[src/rtl/edge_stream_tx_pkg.sv]
// Shared definitions for the edge-record stream source: default widths and walker states.
package edge_stream_tx_pkg;

    localparam int DEF_NODE_IDX_WIDTH  = 10;
    localparam int DEF_COUNTER_WIDTH   = 4;
    localparam int DEF_EDGE_ADDR_WIDTH = 12;

    typedef enum logic [2:0] {
        ST_IDLE       = 3'd0,
        ST_FETCH_NODE = 3'd1,
        ST_LOAD_NODE  = 3'd2,
        ST_FETCH_EDGE = 3'd3,
        ST_CAPTURE    = 3'd4,
        ST_SEND       = 3'd5,
        ST_FINISH     = 3'd6
    } state_e;

endpackage

[src/rtl/edge_stream_tx_if.sv]
// Edge-record stream: one (node, successor, remaining-count) record per valid/ready transfer.
interface edge_stream_tx_if
    import edge_stream_tx_pkg::*;
#(
    parameter int NODE_IDX_WIDTH = DEF_NODE_IDX_WIDTH,
    parameter int COUNTER_WIDTH  = DEF_COUNTER_WIDTH
) ();

    logic                      out_valid;
    logic                      out_ready;
    logic [NODE_IDX_WIDTH-1:0] node_idx;
    logic [NODE_IDX_WIDTH-1:0] next_node_idx;
    logic [COUNTER_WIDTH-1:0]  next_node_counter;

    modport master (
        output out_valid,
        output node_idx,
        output next_node_idx,
        output next_node_counter,
        input  out_ready
    );

    modport slave (
        input  out_valid,
        input  node_idx,
        input  next_node_idx,
        input  next_node_counter,
        output out_ready
    );

endinterface

[src/rtl/edge_stream_tx.sv]
// Walks the node/edge ROMs in ascending node order and emits one stream record per edge.
module edge_stream_tx
    import edge_stream_tx_pkg::*;
#(
    parameter int PARAM_NODE_IDX_WIDTH  = DEF_NODE_IDX_WIDTH,
    parameter int PARAM_COUNTER_WIDTH   = DEF_COUNTER_WIDTH,
    parameter int PARAM_EDGE_ADDR_WIDTH = DEF_EDGE_ADDR_WIDTH
) (
    input  logic                                                 clk,
    input  logic                                                 rst_n,
    input  logic                                                 start_run,
    input  logic [PARAM_NODE_IDX_WIDTH:0]                        num_nodes,
    output logic [PARAM_NODE_IDX_WIDTH-1:0]                      node_tbl_addr,
    input  logic [PARAM_EDGE_ADDR_WIDTH+PARAM_COUNTER_WIDTH-1:0] node_tbl_rdata,
    output logic [PARAM_EDGE_ADDR_WIDTH-1:0]                     edge_tbl_addr,
    input  logic [PARAM_NODE_IDX_WIDTH-1:0]                      edge_tbl_rdata,
    edge_stream_tx_if.master                                     rec,
    output logic                                                 busy,
    output logic                                                 done
);

    localparam int NW = PARAM_NODE_IDX_WIDTH;
    localparam int CW = PARAM_COUNTER_WIDTH;
    localparam int EA = PARAM_EDGE_ADDR_WIDTH;

    localparam logic [NW:0]   NUM_ONE  = (NW+1)'(1);
    localparam logic [NW-1:0] NODE_ONE = NW'(1);
    localparam logic [CW-1:0] CNT_ONE  = CW'(1);

    state_e        state_r,      state_next_s;
    logic [NW:0]   num_nodes_r,  num_nodes_s;
    logic [NW-1:0] cur_node_r,   cur_node_s;
    logic [EA-1:0] edge_base_r,  edge_base_s;
    logic [CW-1:0] edge_count_r, edge_count_s;
    logic [CW-1:0] k_r,          k_s;
    logic [EA-1:0] edge_addr_r,  edge_addr_s;
    logic [NW-1:0] node_idx_r,   node_idx_s;
    logic [NW-1:0] next_idx_r,   next_idx_s;
    logic [CW-1:0] next_cnt_r,   next_cnt_s;
    logic          out_valid_r,  out_valid_s;
    logic          busy_r,       busy_s;
    logic          done_r,       done_s;

    logic [CW-1:0] k_inc_s;
    logic          last_node_s;

    // Compared at NW+1 bits so a full 2**NW-node walk terminates on node 2**NW-1.
    assign last_node_s = ({1'b0, cur_node_r} == (num_nodes_r - NUM_ONE));
    assign k_inc_s     = k_r + CNT_ONE;

    // State register.
    always_ff @(posedge clk or negedge rst_n) begin
        if (!rst_n) begin
            state_r <= ST_IDLE;
        end else begin
            state_r <= state_next_s;
        end
    end

    // Next-state and next-value logic for the walk.
    always_comb begin
        state_next_s = state_r;
        num_nodes_s  = num_nodes_r;
        cur_node_s   = cur_node_r;
        edge_base_s  = edge_base_r;
        edge_count_s = edge_count_r;
        k_s          = k_r;
        edge_addr_s  = edge_addr_r;
        node_idx_s   = node_idx_r;
        next_idx_s   = next_idx_r;
        next_cnt_s   = next_cnt_r;
        busy_s       = busy_r;
        done_s       = 1'b0;

        case (state_r)
            ST_IDLE: begin
                // busy is still high during the done cycle, which also swallows any start.
                if (busy_r) begin
                    busy_s = 1'b0;
                end else if (start_run) begin
                    num_nodes_s = num_nodes;
                    cur_node_s  = '0;
                    busy_s      = 1'b1;
                    if (num_nodes == '0) begin
                        state_next_s = ST_FINISH;
                    end else begin
                        state_next_s = ST_FETCH_NODE;
                    end
                end else begin
                    state_next_s = ST_IDLE;
                end
            end
            ST_FETCH_NODE: begin
                state_next_s = ST_LOAD_NODE;
            end
            ST_LOAD_NODE: begin
                edge_base_s  = node_tbl_rdata[EA+CW-1 -: EA];
                edge_count_s = node_tbl_rdata[CW-1:0];
                k_s          = '0;
                if (node_tbl_rdata[CW-1:0] != '0) begin
                    edge_addr_s  = node_tbl_rdata[EA+CW-1 -: EA];
                    state_next_s = ST_FETCH_EDGE;
                end else if (last_node_s) begin
                    state_next_s = ST_FINISH;
                end else begin
                    cur_node_s   = cur_node_r + NODE_ONE;
                    state_next_s = ST_FETCH_NODE;
                end
            end
            ST_FETCH_EDGE: begin
                state_next_s = ST_CAPTURE;
            end
            ST_CAPTURE: begin
                node_idx_s   = cur_node_r;
                next_idx_s   = edge_tbl_rdata;
                next_cnt_s   = edge_count_r - k_inc_s;
                state_next_s = ST_SEND;
            end
            ST_SEND: begin
                if (rec.out_ready) begin
                    k_s = k_inc_s;
                    if (k_inc_s < edge_count_r) begin
                        edge_addr_s  = edge_base_r + EA'(k_inc_s);
                        state_next_s = ST_FETCH_EDGE;
                    end else if (last_node_s) begin
                        state_next_s = ST_FINISH;
                    end else begin
                        cur_node_s   = cur_node_r + NODE_ONE;
                        state_next_s = ST_FETCH_NODE;
                    end
                end else begin
                    state_next_s = ST_SEND;
                end
            end
            ST_FINISH: begin
                done_s       = 1'b1;
                state_next_s = ST_IDLE;
            end
            default: begin
                state_next_s = ST_IDLE;
                busy_s       = 1'b0;
            end
        endcase

        out_valid_s = (state_next_s == ST_SEND);
    end

    // Datapath and output registers.
    always_ff @(posedge clk or negedge rst_n) begin
        if (!rst_n) begin
            num_nodes_r  <= '0;
            cur_node_r   <= '0;
            edge_base_r  <= '0;
            edge_count_r <= '0;
            k_r          <= '0;
            edge_addr_r  <= '0;
            node_idx_r   <= '0;
            next_idx_r   <= '0;
            next_cnt_r   <= '0;
            out_valid_r  <= 1'b0;
            busy_r       <= 1'b0;
            done_r       <= 1'b0;
        end else begin
            num_nodes_r  <= num_nodes_s;
            cur_node_r   <= cur_node_s;
            edge_base_r  <= edge_base_s;
            edge_count_r <= edge_count_s;
            k_r          <= k_s;
            edge_addr_r  <= edge_addr_s;
            node_idx_r   <= node_idx_s;
            next_idx_r   <= next_idx_s;
            next_cnt_r   <= next_cnt_s;
            out_valid_r  <= out_valid_s;
            busy_r       <= busy_s;
            done_r       <= done_s;
        end
    end

    assign node_tbl_addr         = cur_node_r;
    assign edge_tbl_addr         = edge_addr_r;
    assign rec.out_valid         = out_valid_r;
    assign rec.node_idx          = node_idx_r;
    assign rec.next_node_idx     = next_idx_r;
    assign rec.next_node_counter = next_cnt_r;
    assign busy                  = busy_r;
    assign done                  = done_r;

endmodule

[src/flat_wrapper.sv]
// flat-port wrapper written by rule: the top's interface ports become plain ports
module edge_stream_tx_flat import edge_stream_tx_pkg::*;
#(
    parameter int PARAM_NODE_IDX_WIDTH  = DEF_NODE_IDX_WIDTH,
    parameter int PARAM_COUNTER_WIDTH   = DEF_COUNTER_WIDTH,
    parameter int PARAM_EDGE_ADDR_WIDTH = DEF_EDGE_ADDR_WIDTH
)
  (clk, rst_n, start_run, num_nodes, node_tbl_addr, node_tbl_rdata, edge_tbl_addr, edge_tbl_rdata, busy, done, rec_out_valid, rec_node_idx, rec_next_node_idx, rec_next_node_counter, rec_out_ready);
  edge_stream_tx_if #(.NODE_IDX_WIDTH((10)), .COUNTER_WIDTH((4))) rec_i ();
  input  logic clk;
  input  logic rst_n;
  input  logic start_run;
  input  logic [PARAM_NODE_IDX_WIDTH:0] num_nodes;
  output logic [PARAM_NODE_IDX_WIDTH-1:0] node_tbl_addr;
  input  logic [PARAM_EDGE_ADDR_WIDTH+PARAM_COUNTER_WIDTH-1:0] node_tbl_rdata;
  output logic [PARAM_EDGE_ADDR_WIDTH-1:0] edge_tbl_addr;
  input  logic [PARAM_NODE_IDX_WIDTH-1:0] edge_tbl_rdata;
  output logic busy;
  output logic done;
  output wire logic [$bits(rec_i.out_valid)-1:0] rec_out_valid;
  output wire logic [$bits(rec_i.node_idx)-1:0] rec_node_idx;
  output wire logic [$bits(rec_i.next_node_idx)-1:0] rec_next_node_idx;
  output wire logic [$bits(rec_i.next_node_counter)-1:0] rec_next_node_counter;
  input wire logic [$bits(rec_i.out_ready)-1:0] rec_out_ready;
  assign rec_out_valid = rec_i.out_valid;
  assign rec_node_idx = rec_i.node_idx;
  assign rec_next_node_idx = rec_i.next_node_idx;
  assign rec_next_node_counter = rec_i.next_node_counter;
  assign rec_i.out_ready = rec_out_ready;
  edge_stream_tx #(.PARAM_NODE_IDX_WIDTH(PARAM_NODE_IDX_WIDTH), .PARAM_COUNTER_WIDTH(PARAM_COUNTER_WIDTH), .PARAM_EDGE_ADDR_WIDTH(PARAM_EDGE_ADDR_WIDTH)) u_core (.clk(clk), .rst_n(rst_n), .start_run(start_run), .num_nodes(num_nodes), .node_tbl_addr(node_tbl_addr), .node_tbl_rdata(node_tbl_rdata), .edge_tbl_addr(edge_tbl_addr), .edge_tbl_rdata(edge_tbl_rdata), .rec(rec_i), .busy(busy), .done(done));
endmodule
[config.mk]
export PLATFORM = sky130hd
export DESIGN_NAME = edge_stream_tx_flat
export DESIGN_NICKNAME = d
export VERILOG_FILES = /design/src/rtl/edge_stream_tx_pkg.sv /design/src/rtl/edge_stream_tx_if.sv /design/src/rtl/edge_stream_tx.sv /design/src/flat_wrapper.sv
export SDC_FILE = /design/constraint.sdc
export NUM_CORES = 1
export LEC_CHECK = 0
export BUFFER_PORTS_ARGS = -buffer_cell sky130_fd_sc_hd__clkbuf_2
export CAP_MARGIN = 10
export CORE_MARGIN = 5
export CORE_UTILIZATION = 55
export CTS_BUF_LIST = sky130_fd_sc_hd__clkbuf_4 sky130_fd_sc_hd__clkbuf_8
export DETAILED_ROUTE_END_ITERATION = 6
export PLACE_DENSITY_LB_ADDON = 0.25
export SYNTH_ARGS = -nofsm -noshare
export SYNTH_HDL_FRONTEND = slang
export SYNTH_SLANG_ARGS = --single-unit
[constraint.sdc]
create_clock -name clk -period 6.3 [get_ports clk]
set_input_delay 0.945 -clock clk [delete_from_list [all_inputs] [get_ports clk]]
set_output_delay 0.945 -clock clk [all_outputs]
set_load 0.01 [all_outputs]
# == Word level (Yosys, flattened, before mapping) ==
# Index checks and enable logic that the tools add are counted.
# word_totals
register_bits,83
out_inout_bits,49
in_bits,41
# op_classes
n_lt_le_gt_ge,1
bitwise,1
muxes,25
n_eq_ne,15
addsub,5
n_reduce_logical,10
# ops
op,n
10-bit two-way mux,6
12-bit two-way mux,3
10-bit one-hot mux with 3 select lines,1
12-bit one-hot mux with 2 select lines,1
3-bit two-way mux,7
3-bit one-hot mux with 6 select lines,1
12-bit by 4-bit adder with 12-bit output,1
"3-bit equality test, second input constant",4
10-bit by 11-bit equality test with 1-bit output,1
11-bit zero test,1
"11-bit by 1-bit subtractor with 11-bit output, second input constant",1
"10-bit by 1-bit adder with 10-bit output, second input constant",1
"2-bit inequality test, second input constant",5
4-bit one-hot mux with 2 select lines,1
"3-bit by 2-bit equality test with 1-bit output, second input constant",2
6-bit AND reduction,1
6-bit OR reduction,1
"4-bit by 1-bit adder with 4-bit output, second input constant",1
4-bit < comparator,1
4-bit two-way mux,1
"2-bit by 1-bit inequality test with 1-bit output, second input constant",2
4-bit AND reduction,1
4-bit nonzero test,1
4-bit subtractor,1
other kinds (9),11

# == Longest topological paths before layout ==
# Gate-level depths: netlist of run 1.
# logic_depth
ltp_word,7
mapped_depth,11

# == Worst setup path after synthesis of run 1 ==
# OpenSTA, ideal clock, no wires.
# synth_path
path_type,reg2reg
startpoint,register u_core.k_r[0]
endpoint,register u_core.edge_addr_r[10] (netlist: u_core.edge_tbl_addr[10])
path_slack_ns,3.632
period_less_slack_ns,2.668
arrival_time_ns,2.531
path_stages_with_launch,11
required_time_ns,6.164
path_buffers,1
cell_sequence,dfrtp_1 > ha_1 > xnor2_1 > ha_1 > nor2b_1 > o21a_1 > o21ai_0 > or2_2 > o21a_1 > clkbuf_1 > o21ai_0
# synth_between
elab_chain_len,5
# synth_rtl
element,line_no,source
from (decl),edge_stream_tx.sv:35,"logic [CW-1:0] k_r, k_s;"
from (signal assigned),edge_stream_tx.sv:168,k_r <= k_s;
4-bit by 1-bit adder with 4-bit output *,edge_stream_tx.sv:49,assign k_inc_s = k_r + CNT_ONE;
12-bit by 4-bit adder with 12-bit output,edge_stream_tx.sv:123,edge_addr_s = edge_base_r + EA'(k_inc_s);
12-bit two-way mux,edge_stream_tx.sv:122,if (k_inc_s < edge_count_r) begin
12-bit two-way mux,edge_stream_tx.sv:120,if (rec.out_ready) begin
12-bit one-hot mux with 2 select lines,edge_stream_tx.sv:75,case (state_r)
to (signal assigned),edge_stream_tx.sv:169,edge_addr_r <= edge_addr_s;
to (decl),edge_stream_tx.sv:36,"logic [EA-1:0] edge_addr_r, edge_addr_s;"
# Mark *: on every way between the ends. The rest lies on a longest branch, timed or not. The select of a mux whose other input is x is not followed.
# A chain may end at the register's enable or synchronous reset.

# == Worst setup path in the final report of run 1 ==
# layout_path
startpoint,register u_core.k_r[0]
endpoint,register u_core.edge_addr_r[8] (netlist: u_core.edge_tbl_addr[8])
# The elaborated chain is that of the path after synthesis.

==> results of run 1 <==
cell usage in the layout (no fill, tap or decap), drive strengths merged, types with 2 or more instances in the layout:
master	synthesis	routed
buf	1	3
clkinv	0	3
o221ai	2	2
a22oi	2	2
xor2	14	14
or4	2	2
fa	2	2
a21o	5	5
nand3b	2	2
a22o	2	2
o311ai	6	6
o31ai	5	5
o211ai	3	3
ha	11	11
dfrtp	83	83
or2	2	2
or3	2	2
nor2	25	25
clkbuf	17	97
mux2i	5	5
xnor2	8	8
o21a	2	2
nor3	6	6
nor3b	3	3
nand4	9	9
nand2	163	163
nor4	6	6
nand2b	4	4
nand3	8	8
a211oi	3	3
inv	19	21
a21oi	17	17
o2111ai	2	2
o21ai	44	44
and3	8	8
routing by layer:
| layer | GRT usage, % | vias up | wire length [um] | part of all wire [%] |
|---|---|---|---|---|
| met5 | 0 | - | 0 | 0 |
| met4 | 8.718 | 0 | 219 | 2.1 |
| met3 | 4.909 | 16 | 637 | 6.2 |
| met2 | 34.56 | 113 | 4941 | 48 |
| met1 | 29.55 | 1821 | 4516 | 44 |
| li1 | - | 1903 | - | - |
logic make-up (layout without fill, tap and decap cells):
kind of cell	Yosys count	count (layout)	synth area share [%]
AND/OR/NAND/NOR	245	245	24.90
multiplexers	6	6	1.481
flip-flops	83	83	47.29
XOR/XNOR	22	22	4.388
adder cells (fa/ha/maj)	13	13	4.046
buffers and inverters	37	126	3.333
AO/OA/AOI/OAI	100	100	14.56
power by group through the flow:
stage	clock, mW	sequential [mW]	combinational, mW
5_1_grt	0.430	1.00	1.22
2_1_floorplan	0	0.969	0.731
3_5_place_dp	0	0.974	1.08
6_report	0.393	0.969	1.08
4_1_cts	0.402	0.967	1.09
3_3_place_gp	0	0.968	1.04
registers in the layout (all words and copies together) (netlist names):
register and cells:
u_core.rec.out_valid 1, u_core.rec.node_idx 10, u_core.rec.next_node_idx 10, u_core.edge_count_r 4, u_core.edge_base_r 12, u_core.busy 1
u_core.num_nodes_r 11, u_core.rec.next_node_counter 4, u_core.state_r 3, u_core.done 1, u_core.k_r 4, u_core.node_tbl_addr 10
u_core.edge_tbl_addr 12
cell type report:
cell class                      count  area (um2)
Fill cell                         655        2649
Multi-Input combinational cell    386        2180
Sequential cell                    83        2077
Timing Repair Buffer               91       462.9
Tap cell                          102       127.6
Clock buffer                        9       123.9
Clock inverter                      7       76.32
Inverter                           19       71.32
how the worst max path moves through the flow:
stage,from,end,slack [ns]
2_1_floorplan,u_core.k_r[0],u_core.edge_tbl_addr[10],3.63
3_3_place_gp,u_core.k_r[0],u_core.edge_tbl_addr[8],3.24
3_5_place_dp,u_core.k_r[0],u_core.edge_tbl_addr[8],3.12
4_1_cts,u_core.k_r[0],u_core.edge_tbl_addr[8],3.09
5_1_grt,u_core.k_r[0],u_core.edge_tbl_addr[8],2.85
6_report,u_core.k_r[0],u_core.edge_tbl_addr[8],3.07
worst reg2reg max path, delay by kind of cell (launching register included):
family | cells | cell delay [ns]
AND/OR/NAND/NOR | 2 | 0.39
flip-flops | 1 | 0.43
XOR/XNOR | 1 | 0.22
AO/OA/AOI/OAI | 5 | 1.54
adder cells (fa/ha/maj) | 2 | 0.55
==> run_results.csv, run 1 <==
group,metric,value,unit
placement,gp_congestion,0.8914,
power,ir_drop,0.0002604,V
clocking,clock_tree.root_cell,"clkbuf_8",
global_routing,antenna_found_initial,0,
route,drt_iter0_drc,237,
setup_path,path_buf_inv,0,
clocking,clk_pin_slew,0.10,ns
timing,hold_ws,0.4811,ns
timing,timing.final.crit_period,3.226,ns
global_routing,grt_overflow,0,
clocking,cts_tree,"done",
finish,drive_gt1_share,20.67,%
finish,layout.nets,644,
power,power_density,476.5,mW/mm2
route,dr.pass1.iters,5,
clocking,numCtsBuffers,9,
yosys,synth_ff_type,"dfrtp_1",
yosys,yosysMostFrequentCell,"nand2_1",
yosys,synth_edf_count,0,
die,fp.dieW,99.36,um
setup_path,worstSetupPathType,"reg -> reg",
setup_path,reg2regPathDepth,10,
timing,finalClockSkew,0.01427,ns
timing,timing.final.max_slew_violations,0,
outcome,outcome,"completed",
timing,setup_viol,0,
route,vias_per_cell,5.528,
global_routing,grt_pass1_wl,17.41,mm
route,wl_per_cell,14.80,um
global_routing,grt_util_all_layers,21.93,%
yosys,synth_cell_type_count,56,
clocking,htree_levels,3,
setup_path,crit_family,"compound AO/OA/AOI/OAI gates",
setup_path,critical-path-max-stage-delay,0.58,ns
timing,final.setup.tns,0,ns
die,dieArea,0.009872,mm2
power,p_int,1.379,mW
clocking,cts_resized,0,
timing,rsz0062_at_grt,"no",
setup_path,rr_startpoint,"u_core.k_r[0]",
worst_hold_path,hold_path.class,"reg -> reg",
power,seq_power_share,39.7,%
placement,place_area,0.004918,mm2
placement,port_buffers,89,
placement,dp_hpwl,7.505,mm
worst_hold_path,holdPathStages,2,
die,num_rows,32,
timing,min_period_over_period,51.20,%
timing,max_freq,310.0,MHz
die,start_util,56.54,%
yosys,ys_seq_area_share,47.29,%
power,clock_power_share,16.1,%
power,leakage,2.584,nW
worst_hold_path,hp-start,"u_core.rec.next_node_idx[6]",
clocking,clock_sinks,83,
global_routing,grt_max_degree,84,
setup_path,r2r_slack,3.07,ns
power,power,2.439,mW
timing,hold_viol_final,0,
setup_path,cp_slowest_cell,"o21a_1",
setup_path,cp.required,6.55,ns
route,drc_errors,0,
power,p_sw_share,43.46,%
setup_path,arrival,3.48,ns
yosys,yosysTopAreaCell,"dfrtp_1",
setup_path,crit_chain,"ha_1 > xnor2_1 > ha_1 > nor2b_1 > o21a_1 > o21ai_0 > or2_2 > o21a_1 > a211oi_1 > a21o_1",
clocking,postCtsSetupBuffers,0,
route,vias,3853,
die,io-pin-count,90,
yosys,synth_top_area_share,47.29,%
setup_path,cp_max_fo,24,
finish,final_area,0.005119,mm2
clocking,clk_latency,0.36,ns
setup_path,start_kind,"register",
yosys,synth_area_per_cell,8.679,um2
yosys,yosys_warnings,0,
setup_path,crit_cells,10,
placement,preCtsSetupSlack,3.121,ns
timing,fin_ws,3.074,ns
timing,maxSlewHeadroom,30.63,%
yosys,netlist_area,0.004392,mm2
setup_path,r2r_end,"u_core.edge_tbl_addr[8]",
die,core_area,0.007767,mm2
finish,antennaDiodeCount,0,
finish,layout.core_utilization,65.90,%
placement,dp.cells,681,
die,die_h,99.36,um
worst_hold_path,holdPathEnd,"u_core.rec.next_node_idx[6]",
job,maxCapViolCount,0,
finish,areaGrowthSynthToFinish,16.55,%
power,pwr-share-comb,44.2,%
yosys,yosys_register_bits,83,
route,ant_nets,0,
yosys,syn_nets,560,
global_routing,grt_pass1_vias,3703,
yosys,synth_area_leaders,"dfrtp_1 (47%), nand2_1 (14%), o21ai_0 (4.8%)",
yosys,synth_common_cells,"nand2_1 (163), dfrtp_1 (83), o21ai_0 (42), nor2_1 (25), inv_1 (19)",
finish,final_cells,697,
route,routed_wl,10.32,mm
clocking,cts-hold-fix-buffers,0,
yosys,async_flop_share,100.0,%
setup_path,end_kind,"register",
clocking,cts_buffer_depth,2,
power,p_sw,1.060,mW
timing,max_slew.worst_pin.slew,1.041,ns
yosys,netlist_instances,506,
No activity file was read; power rests on OpenSTA's default activity.
==> run 2, diff against run 1 <==
--- a/config.mk
+++ b/config.mk
@@ -5,6 +5,7 @@
 export SDC_FILE = /design/constraint.sdc
 export NUM_CORES = 1
 export LEC_CHECK = 0
+export ABC_AREA = 1
 export BUFFER_PORTS_ARGS = -buffer_cell sky130_fd_sc_hd__clkbuf_2
 export CAP_MARGIN = 10
 export CORE_MARGIN = 5
==> constraint.sdc (replaced) <==
create_clock -name clk -period 3 [get_ports clk]
set_input_delay 0.45 -clock clk [delete_from_list [all_inputs] [get_ports clk]]
set_output_delay 0.45 -clock clk [all_outputs]
set_load 0.01 [all_outputs]
==> run_results.csv, run 2 <==
group,metric,value,unit
outcome,outcome,"completed",
finish,layout_commonest_cell,"nand2_1",
route,drc_errors,0,
timing,timing.final.max_slew_violations,0,
yosys,synth_edf_count,0,
finish,antennaDiodeCount,0,
global_routing,grt_util_all_layers,22.53,%
timing,hold_viol_final,0,
clocking,cts_buffer_depth,2,
worst_hold_path,hold_path.class,"in -> async",
yosys,synth_ff_type,"dfrtp_1",
global_routing,grt_max_degree,84,
route,routed_wl,10.84,mm
finish,nFillCells,703,
timing,setup_viol,0,
route,ant_nets,0,
setup_path,worstSetupPathType,"reg -> reg",
global_routing,grt_pass1_vias,3956,
die,start_util,55.87,%
setup_path,cp_slowest_cell,"dfrtp_1",
finish,areaGrowthSynthToFinish,16.02,%
yosys,yosys_register_bits,83,
global_routing,antenna_found_initial,0,
power,leakage,2.743,nW
clocking,numCtsBuffers,9,
job,maxCapViolCount,0,
yosys,synth_top_area_share,45.70,%
setup_path,r2r_end,"u_core.edge_tbl_addr[9]",
yosys,synth_common_cells,"nand2_1 (198), dfrtp_1 (83), inv_1 (59), nor2_1 (53), o21ai_0 (53)",
yosys,synth_cell_type_count,37,
global_routing,grt_pass1_wl,18.58,mm
global_routing,grt_overflow,0,
clocking,clock_tree.root_cell,"clkbuf_8",
placement,dp_hpwl,8.218,mm
setup_path,cp.required,3.26,ns
die,core_area,0.008134,mm2
die,num_rows,33,
setup_path,r2r_slack,0.34,ns
setup_path,crit_family,"simple AND/OR/NAND/NOR gates",
finish,drive_gt1_share,18.73,%
setup_path,arrival,2.92,ns
yosys,yosysTopAreaCell,"dfrtp_1",
timing,finalClockSkew,0.01315,ns
timing,timing.final.crit_period,2.657,ns
setup_path,path_buf_inv,2,
clocking,clk_latency,0.36,ns
finish,layout.nets,743,
setup_path,end_kind,"register",
die,io-pin-count,90,
timing,final.setup.tns,0,ns
timing,max_freq,376.4,MHz
placement,gp_congestion,0.8433,
yosys,netlist_instances,600,
yosys,synth_area_leaders,"dfrtp_1 (46%), nand2_1 (16%), o21ai_0 (5.8%)",
route,vias,4142,
clocking,htree_levels,3,
clocking,clk_pin_slew,0.10,ns
route,wl_per_cell,13.57,um
timing,rsz0062_at_grt,"no",
yosys,yosysMostFrequentCell,"nand2_1",
clocking,postCtsSetupBuffers,0,
route,drt_iter0_drc,230,
route,dr.pass1.iters,6,
yosys,ys_seq_area_share,45.70,%
clocking,cts_resized,0,
timing,max_slew.worst_pin.slew,1.028,ns
die,fp.dieW,100.9,um
setup_path,rr_startpoint,"u_core.k_r[2]",
die,dieArea,0.01018,mm2
timing,maxSlewHeadroom,31.48,%
setup_path,cp_max_fo,16,
yosys,async_flop_share,100.0,%
setup_path,start_kind,"register",
setup_path,crit_chain,"nand3_1 > xor2_1 > inv_1 > ha_1 > nand2_1 > o21ai_0 > and2_0 > nor2_1 > nor2_4 > inv_2 > a21oi_1 > o21ai_1 > o21a_1",
placement,port_buffers,89,
timing,fin_ws,0.3431,ns
placement,preCtsSetupSlack,0.3597,ns
power,power_density,1030,mW/mm2
die,die_h,100.9,um
finish,final_cell_mix,"nand2_1 (198), clkbuf_2 (88), dfrtp_1 (83)",
clocking,cts_tree,"done",
clocking,clock_sinks,83,
route,vias_per_cell,5.184,
yosys,yosys_warnings,0,
clocking,cts-hold-fix-buffers,0,
yosys,syn_nets,654,
power,ir_drop,0.0006148,V
yosys,netlist_area,0.004544,mm2
setup_path,reg2regPathDepth,13,
yosys,synth_area_per_cell,7.574,um2
setup_path,critical-path-max-stage-delay,0.42,ns
timing,min_period_over_period,88.56,%
-- run 2: cell types whose count changed after synthesis, sizes merged, moves of 7 or more --
cell,change
and3,-8
nand4,-7
o21ai,+18
inv,+47
nand2,+40
nand3,+31
nor2,+33
-- run 2: routing by layer --
layer / track usage, % / up-vias / wire [um]
li1: - / 2088 / -
met1: 30.60 / 1912 / 4745
met2: 36.76 / 122 / 5187
met3: 4.291 / 20 / 691
met4: 6.851 / 0 / 214
met5: 0 / - / 0
-- run 2: layout make-up --
| cell class | instances | area, um2 | share of cell area, % |
|---|---|---|---|
| Timing Repair Buffer | 93 | 478.0 | 9.065 |
| Inverter | 66 | 247.7 | 4.699 |
| Multi-Input combinational cell | 436 | 2151 | 40.79 |
| Clock buffer | 9 | 123.9 | 2.349 |
| Clock inverter | 7 | 63.81 | 1.210 |
| Sequential cell | 83 | 2077 | 39.39 |
| Tap cell | 105 | 131.4 | 2.492 |
-- run 2: cells by family after synthesis --
logic type	synth area share, %
and+or+nand+nor	29.30
AOI/OAI and AO/OA	10.46
DFF	45.70
buffers and inverters	6.966
xor gates and xnor gates	3.662
adders and majority gates	3.910
-- run 2: report_power, final --
part | switching (mW) | total (mW) | internal, mW | leakage (nW)
logic | 1.70 | 2.67 | 0.968 | 1.61
clock network | 0.464 | 0.785 | 0.321 | 0.0907
registers | 0.388 | 1.98 | 1.59 | 1.05
total | 2.55 | 5.43 | 2.88 | 2.74
-- run 2: worst max-delay path by stage --
stage | from | end | slack, ns | depth (start not counted)
after detailed placement | u_core.k_r[0] | u_core.edge_tbl_addr[9] | 0.36 | 10
final | u_core.k_r[2] | u_core.edge_tbl_addr[9] | 0.34 | 13
after CTS | u_core.k_r[0] | u_core.edge_tbl_addr[9] | 0.34 | 10
after global placement | u_core.k_r[0] | u_core.edge_tbl_addr[9] | 0.45 | 10
after floorplan | u_core.k_r[0] | u_core.edge_tbl_addr[11] | 0.68 | 15
after global routing | u_core.k_r[2] | u_core.edge_tbl_addr[9] | 0.1 | 13
-- run 2: per-stage QoR --
stage / power [mW] / hold WS, ns / utilization (%) / cell area, um2 / cells
2_1_floorplan: 3.844 / 0.1544 / - / 4544 / 600
3_3_place_gp: 4.560 / 0.4543 / 62.51 / 5085 / 783
3_5_place_dp: 4.663 / 0.4595 / 62.51 / 5085 / 783
4_1_cts: 5.462 / 0.2720 / 64.82 / 5273 / 799
5_1_grt: 5.981 / 0.2707 / 64.82 / 5273 / 799
6_report: 5.429 / 0.2733 / 64.82 / 5273 / 799
-- run 2: worst reg2reg max path, delay by kind of cell (launching register included) --
family | cells | cell delay [ns]
buffers and inverters | 2 | 0.25
xor gates and xnor gates | 1 | 0.27
DFF | 1 | 0.42
and+or+nand+nor | 5 | 0.84
AOI/OAI and AO/OA | 4 | 0.46
adders and majority gates | 1 | 0.36
==> run 3, diff against run 2 <==
--- a/config.mk
+++ b/config.mk
@@ -8,6 +8,7 @@
 export ABC_AREA = 1
 export BUFFER_PORTS_ARGS = -buffer_cell sky130_fd_sc_hd__clkbuf_2
 export CAP_MARGIN = 10
+export CORE_ASPECT_RATIO = 0.8
 export CORE_MARGIN = 5
 export CORE_UTILIZATION = 55
 export CTS_BUF_LIST = sky130_fd_sc_hd__clkbuf_4 sky130_fd_sc_hd__clkbuf_8
==> constraint.sdc (replaced) <==
create_clock -name clk -period 3.1 [get_ports clk]
set_input_delay 0.465 -clock clk [delete_from_list [all_inputs] [get_ports clk]]
set_output_delay 0.465 -clock clk [all_outputs]
set_load 0.01 [all_outputs]
==> run_results.csv, run 3 (same netlist as run 2, synthesis figures left out) <==
group,metric,value,unit
placement,dp_hpwl,8.264,mm
clocking,cts_buffer_depth,2,
global_routing,use_met3,4.983,%
global_routing,grtUsageMet2,32.88,%
global_routing,grt_max_degree,84,
timing,maxSlewHeadroom,30.82,%
placement,preCtsSetupSlack,0.4577,ns
finish,nFillCells,715,
setup_path,arrival,2.91,ns
timing,fin_ws,0.4234,ns
finish,areaGrowthSynthToFinish,16.24,%
setup_path,crit_path_frequent_cell,"nand2_1",
timing,finalClockSkew,0.01195,ns
timing,max_slew.worst_pin.slew,1.038,ns
die,io-pin-count,90,
clocking,postCtsSetupBuffers,0,
global_routing,grt_overflow,0,
finish,layout.nets,744,
finish,layout_commonest_cell,"nand2_1",
global_routing,antenna_found_initial,0,
timing,rsz0062_at_grt,"no",
clocking,clock_sinks,83,
power,power,5.300,mW
setup_path,crit_chain,"ha_1 > xnor2_1 > inv_1 > ha_1 > nand3_1 > nand2_1 > nand2_1 > a21boi_0 > nand3_1 > nor2_1 > nand2_1 > nand2_1 > nand2_1 > o21ai_0 > nand2_1",
setup_path,cp_slowest_cell,"dfrtp_1",
clocking,cts_resized,0,
timing,final.setup.tns,0,ns
timing,timing.final.crit_period,2.677,ns
route,drt_iter0_drc,277,
outcome,outcome,"completed",
finish,drive_gt1_share,18.73,%
clocking,cts-hold-fix-buffers,0,
clocking,cts_tree,"done",
job,maxCapViolCount,0,
setup_path,worstSetupPathType,"reg -> reg",
global_routing,use_met1,31.98,%
finish,final_cell_mix,"nand2_1 (198), clkbuf_2 (88), dfrtp_1 (83)",
timing,setup_viol,0,
finish,antennaDiodeCount,0,
timing,max_freq,373.6,MHz
setup_path,cp_max_fo,4,
die,core_area,0.007983,mm2
route,wl_per_cell,13.63,um
timing,timing.final.max_slew_violations,0,
route,dr.pass1.iters,5,
finish,layout.core_utilization,66.18,%
die,dieArea,0.01019,mm2
clocking,clk_latency,0.34,ns
route,ant_nets,0,
power,power_density,1003,mW/mm2
power,ir_drop,0.0005254,V
global_routing,grt_util_all_layers,21.72,%
global_routing,grt_pass1_vias,3947,
setup_path,critical-path-max-stage-delay,0.41,ns
die,die_h,91.30,um
die,fp.dieW,111.6,um
route,vias_per_cell,5.196,
placement,gp_congestion,0.9080,
worst_hold_path,hold_path.class,"in -> async",
die,num_rows,29,
timing,min_period_over_period,86.34,%
global_routing,grt_pass1_wl,18.44,mm
die,start_util,56.93,%
global_routing,busiest_layer,"met2",
clocking,numCtsBuffers,9,
clocking,clk_pin_slew,0.09,ns
clocking,htree_levels,3,
route,drc_errors,0,
power,leakage,2.757,nW
route,vias,4167,
placement,port_buffers,89,
setup_path,end_kind,"register",
setup_path,start_kind,"register",
clocking,clock_tree.root_cell,"clkbuf_8",
setup_path,cp.required,3.34,ns
route,routed_wl,10.93,mm
timing,hold_viol_final,0,
==> run 3: changes by cell type in the layout (fill, tap and decap cells not counted), sizes merged <==
| cell | previous run | this run |
|---|---|---|
| inv | 71 | 68 |
| buf | 5 | 6 |
| clkinvlp | 2 | 0 |
| clkinv | 0 | 3 |
| bufinv | 0 | 1 |
==> run 3: metal layers <==
layer	up-vias	routed length, um
li1	2079	-
met1	1934	5344
met2	141	4756
met3	13	715
met4	0	116
met5	-	0
==> run 3: report_power, final <==
part           switching, mW  leakage, nW  internal (mW)
clock network          0.400       0.0996          0.370
logic                   1.67         1.61          0.948
registers              0.369         1.05           1.54
total                   2.44         2.76           2.86
==> run 3: final cells by class <==
| type | instances | area [um2] | area share, % |
|---|---|---|---|
| Multi-Input combinational cell | 436 | 2151 | 40.72 |
| Sequential cell | 83 | 2077 | 39.32 |
| Timing Repair Buffer | 94 | 485.5 | 9.190 |
| Inverter | 66 | 247.7 | 4.690 |
| Tap cell | 108 | 135.1 | 2.558 |
| Clock buffer | 9 | 123.9 | 2.345 |
| Clock inverter | 6 | 62.56 | 1.184 |
==> run 3: path summary, 6_finish.rpt <==
check	from	endpoint	slack [ns]	cells past startpoint
worst min-delay path	rst_n	u_core.node_tbl_addr[9]	0.27	1
worst max-delay path	u_core.k_r[0]	u_core.edge_tbl_addr[11]	0.42	15
max in group asynchronous	rst_n	u_core.rec.next_node_idx[4]	2.12	1
worst max register to register	u_core.k_r[0]	u_core.edge_tbl_addr[11]	0.42	15
min in group clk	edge_tbl_rdata[9]	u_core.rec.next_node_idx[9]	0.33	3
worst min register to register	u_core.rec.next_node_idx[5]	u_core.rec.next_node_idx[5]	0.48	2
==> run 3: critical path: cells and delay by family, from the launching register on <==
family	cells	cell delay (ns)
simple gates	9	0.81
compound gates	2	0.43
buf+inv	1	0.08
fa+ha+maj	2	0.58
flops	1	0.41
xor+xnor	1	0.25
==> run 3: through the flow <==
stage	cells	cell area, um2	hold WS, ns
global placement	787	5096	0.4528
finish	802	5283	0.2652
CTS	802	5283	0.3148
floorplan	600	4544	0.1694
global route	802	5283	0.3066
detailed placement	787	5096	0.4638
